## config.mk

```make
export PLATFORM = sky130hd
export DESIGN_NAME = kim_counter_top
export DESIGN_NICKNAME = d
export VERILOG_FILES = /design/src/rtl/kim_counter_top.sv
export SDC_FILE = /design/constraint.sdc
export NUM_CORES = 1
export LEC_CHECK = 0
export ABC_AREA = 0
export CORE_MARGIN = 10
export CORE_UTILIZATION = 58
export CTS_BUF_LIST = sky130_fd_sc_hd__clkbuf_4
export CTS_CLUSTER_DIAMETER = 30
export DETAILED_ROUTE_END_ITERATION = 7
export PLACE_DENSITY_LB_ADDON = 0.1
export SYNTH_ARGS = -nofsm -noshare
export SYNTH_HDL_FRONTEND = slang
export SYNTH_SLANG_ARGS = --single-unit
```

## constraint.sdc

```tcl
create_clock -name clk -period 4.5 [get_ports clk]
set_clock_uncertainty 0.15 [all_clocks]
set_input_delay 0.9 -clock clk [delete_from_list [all_inputs] [get_ports clk]]
set_output_delay 0.9 -clock clk [all_outputs]
set_load 0.05 [all_outputs]
```

## src/rtl/kim_counter_top.sv

```systemverilog
// Programmable up-counter: a start pulse latches a terminal value, then cnt
// climbs from 0 to that value one step per clock and holds until restarted.
module kim_counter_top #(
  parameter int unsigned CNT_DATA_WIDTH = 7
) (
  input  logic                      clk,
  input  logic                      rst_n,
  input  logic                      start,
  input  logic [CNT_DATA_WIDTH-1:0] cnt_val,
  output logic [CNT_DATA_WIDTH-1:0] cnt
);

  localparam logic [CNT_DATA_WIDTH-1:0] ONE = CNT_DATA_WIDTH'(1);

  typedef enum logic [1:0] {
    IDLE = 2'd0,
    RUN  = 2'd1,
    DONE = 2'd2
  } state_t;

  state_t                    state, state_nx;
  logic [CNT_DATA_WIDTH-1:0] target, target_nx;
  logic [CNT_DATA_WIDTH-1:0] cnt_nx;

  // rst_n is active-high despite its name
  always_ff @(posedge clk or posedge rst_n) begin
    if (rst_n) begin
      state  <= IDLE;
      target <= '0;
      cnt    <= '0;
    end else begin
      state  <= state_nx;
      target <= target_nx;
      cnt    <= cnt_nx;
    end
  end

  always_comb begin
    state_nx  = state;
    target_nx = target;
    cnt_nx    = cnt;
    case (state)
      IDLE, DONE: begin
        if (start) begin
          target_nx = cnt_val;
          cnt_nx    = '0;
          state_nx  = (cnt_val != '0) ? RUN : DONE;
        end
      end
      RUN: begin
        // target is never zero in RUN, so target-1 cannot underflow
        if (cnt == target - ONE) begin
          cnt_nx   = target;
          state_nx = DONE;
        end else begin
          cnt_nx = cnt + ONE;
        end
      end
      default: begin
        state_nx = IDLE;
        cnt_nx   = '0;
      end
    endcase
  end

endmodule

```

Word level (Yosys, flattened, before mapping) --
Index checks and enable logic that the tools add are counted.
Word-level totals: word-level logic and storage cells 22, output and inout port bits 7, flip-flop bits (word level) 16
Cells by class: equality and inequality tests 5, $add $sub $neg 2, mux-type cells 7, reductions and logical operators 5
Operator list (number):
- $mux 7 | 2
- $pmux 7 s2 | 1
- $add 7x1->7 const B | 1
- $eq 7x7->1 | 1
- $reduce_bool 7->1 | 1
- $sub 7x1->7 const B | 1
- $mux 2 | 3
- $ne 2x2->1 const B | 2
- $pmux 2 s2 | 1
- $reduce_and 2->1 | 2
- $eq 2x1->1 const B | 1
- $eq 2x2->1 const B | 1
- $logic_not 2->1 | 1
- $reduce_or 2->1 | 1

Depth between registers and ports, before layout --
word-level depth 4, mapped depth 8, gate-level depth less buffers 8

Least setup slack after synthesis --
No wires, ideal clock.
path type register -> register, from register cnt[6], to register cnt[1], library setup time 0.130 ns, arrival time 1.908 ns, cell stages (with the launch flop) 7, period minus slack after synthesis 2.188 ns, setup slack 2.312 ns, cell sequence dfrtp_1 xnor2_1 nor3b_1 and2_4 o311ai_4 mux2i_1 o21ai_1
Between the ends: word-level cells in the longest chain between the ends 3
Ends and longest elaborated chain:
- start: declaration | line 10 | output logic [CNT_DATA_WIDTH-1:0] cnt
- start signal: assignment | line 34 | cnt <= cnt_nx;
- $eq 7x7->1 | line 52 | if (cnt == target - ONE) begin
- $mux 7 | line 52
- $pmux 7 s2 | line 42 | case (state)
Every way passes these cells. A chain may end at the register's enable or synchronous reset.

Final worst setup path --
from register cnt[2], to output port cnt[2]
No word-level cell between the ends.

==> impl_metrics.json <==
{
  "syn_area_sq_um": 962,
  "fp.dieH_microns": 60.7,
  "cts.sinks": 16,
  "grt_pass1_vias": 780,
  "slew_viol_final": 0,
  "cap_violations": 0,
  "cts_resized": 0,
  "cts_setup_buffers": 0,
  "slowest_stage": "clkdlybuf4s50_1",
  "initial_utilization_pct": 62.4,
  "fp.dieW_microns": 60.7,
  "layout_worst_path_cycle_share_pct": 59.8,
  "utilization_pct": 75.3,
  "pwr-share-seq_pct": 36.1,
  "vias": 747,
  "p_per_area_nw_per_um2": 713,
  "core_sq_um": 1540,
  "p_leak_uw": 0.000506,
  "routed_wl_microns": 1990,
  "path_max_fanout": 7,
  "grt_first_pass_wirelength_microns": 3420,
  "avgRoutedWirePerCell_microns": 15.4,
  "start_kind": "flip-flop",
  "cts-root-buf": "clkbuf_4",
  "crit_family": "buffers and inverters",
  "crit_chain": "clkdlybuf4s50_1",
  "syn_avg_cell_area_sq_um": 10.1,
  "place_hpwl_microns": 1580,
  "postSynthCellCount": 95,
  "synth_cell_types": 27,
  "clkPwrFrac_pct": 9.5,
  "cp-endpoint": "cnt[2]",
  "synth_top_area_share_pct": 41.6,
  "worstRegToRegCells": 8,
  "syn_nets": 107,
  "drtIter0Drc": 13,
  "endpoint_kind": "primary output",
  "status": "complete, no violations",
  "grt_max_degree": 17,
  "row_count": 14,
  "place.gp.congestion": 0.817,
  "drtAntennaViolNets": 0,
  "clock_latency_ps": 290,
  "post-place-cells": 125,
  "hold_viol": 0,
  "tns_ps": 0,
  "synth_area_leaders": "dfrtp_1 42%, xnor2_1 11%, mux2i_1 7.3%, mux2_2 5.9%, nand2_1 4.7%",
  "worst-path-stages": 1,
  "ios": 17,
  "cp.required_ps": 3450,
  "max_slew_margin_pct": 56.0,
  "overflow": 0,
  "max_freq_ghz": 0.372,
  "ys_warn_count": 0,
  "rsz0062_at_grt": "no",
  "dieArea_sq_um": 3690,
  "hold_ws_ps": 393,
  "p_int_uw": 449,
  "synth-seq-area-share_pct": 41.6,
  "slowest_delay_ps": 860,
  "cts_tree": "yes",
  "tightest_slew_ps": 658,
  "r2r_start": "target[0]",
  "final_layout_size_suffix_gt1_share_pct": 10.6,
  "final_nets": 126,
  "p_sw_uw": 379,
  "antenna_found_initial": 0,
  "arrival_ps": 1640,
  "synth_area_leader_cell": "dfrtp_1",
  "track_usage_pct": 12.2,
  "regArea_sq_um": 400,
  "crit_type": "flip-flop to primary output",
  "drt_first_pass_iters": 4,
  "viasPerCell": 5.79,
  "pwr-share-comb_pct": 54.4,
  "antenna_cells": 0,
  "hold_path.class": "flip-flop to flip-flop",
  "multi_input_area_sq_um": 532,
  "r2r_end": "cnt[2]",
  "r2r_slack_ps": 2080,
  "htree_levels": 1,
  "cts.reportedPaths.clkPinSlew_ps": 100,
  "worst-path-buf-inv": 1,
  "fillers": 127,
  "io_buffers": 16,
  "hold_depth": 1,
  "setup_viol": 0,
  "ys_seq_elements": 16,
  "route.detailed.drc": 0,
  "layout_min_cycle_time_ps": 2690,
  "instances_no_fill": 129,
  "clk_path_buf_depth": 2,
  "switching_share_pct": 45.8,
  "cts_buffers": 3,
  "cp-startpoint": "cnt[2]",
  "ir_worst_vdd_v": 0.000407,
  "syn2layout_area_growth_pct": 20.7,
  "hold_buffers": 0
}
-- kinds of logic after synthesis --
logic type / share of synthesized area, %
AO/OA/AOI/OAI: 10.0
buffers and inverters: 3.12
AND/OR/NAND/NOR: 16.8
adder cells (fa/ha/maj): 2.60
XOR/XNOR: 12.7
multiplexers: 13.1
flip-flops: 41.6
-- per-stage QoR --
step	power, uW	worst slack [ps]	instance area, sq um
6_report	828	1810	1160
5_1_grt	892	1750	1160
4_1_cts	834	1790	1160
3_5_place_dp	754	1760	1130
3_3_place_gp	736	1840	1130
2_1_floorplan	633	2310	962
-- placed cells by master (no fill, tap or decap) --
cell type        instances
nor3_1                   1
and2_4                   1
nor2b_1                  1
clkinv_1                 1
o311ai_4                 1
and4bb_2                 1
nor4b_2                  1
o21ai_1                  6
nand3_1                  3
xor2_1                   2
o22ai_1                  2
mux2i_1                  7
and3_1                   2
o21ai_0                  3
mux2_2                   5
clkdlybuf4s50_1         16
clkbuf_4                 3
xnor2_1                 12
dfrtp_1                 16
a21oi_1                  1
ha_1                     2
nand2_1                 12
nor4_1                   2
nor2_1                   2
nand2b_1                 1
nor3b_1                  1
o31ai_1                  1
inv_1                    6
or4_1                    1
-- area by class of cell --
cell class	instances	share of cell area [%]
clock buffers	3	1.94
repair buffers	16	13.8
multi-input cells	71	45.8
flip-flops and latches	16	34.5
clock inverters	1	0.323
inverters	6	1.94
well taps	16	1.72
-- worst min-delay path by stage --
stage / start / to / slack [ps]
2_1_floorplan: state[0] / state[1] / 320
3_3_place_gp: state[0] / state[1] / 350
3_5_place_dp: state[0] / state[1] / 370
4_1_cts: state[0] / state[1] / 390
5_1_grt: state[0] / state[1] / 410
6_report: state[0] / state[1] / 390
-- cell usage after synthesis --
| library cell | n |
|---|---|
| xor2_1 | 2 |
| a21oi_1 | 1 |
| nor4b_2 | 1 |
| inv_1 | 6 |
| and4bb_2 | 1 |
| dfrtp_1 | 16 |
| nand2_1 | 12 |
| o21ai_1 | 6 |
| ha_1 | 2 |
| nor2_1 | 2 |
| or4_1 | 1 |
| nor2b_1 | 1 |
| o311ai_4 | 1 |
| nor3b_1 | 1 |
| mux2_2 | 5 |
| o31ai_1 | 1 |
| xnor2_1 | 12 |
| and3_1 | 2 |
| nand2b_1 | 1 |
| nor4_1 | 2 |
| nand3_1 | 3 |
| mux2i_1 | 7 |
| o22ai_1 | 2 |
| and2_4 | 1 |
| o21ai_0 | 3 |
| nor3_1 | 1 |
| clkbuf_1 | 2 |
-- power groups by stage --
stage	Combinational (uW)	Sequential, uW	Clock [uW]
floorplan	273	360	0
CTS	455	299	81.0
finish	450	299	78.9
global route	492	311	88.5
global placement	437	299	0
detailed placement	452	302	0
-- flip-flops by register name, indices dropped and copies added (netlist names) --
signal / flops
target: 7
state: 2
cnt: 7
-- layer usage --
layer	wire length, microns	GRT usage (%)
met2	939	19.8
met1	889	13.5
met4	36	7.52
met5	0	0
met3	126	3.97
Power figures use the tool's default switching activity.
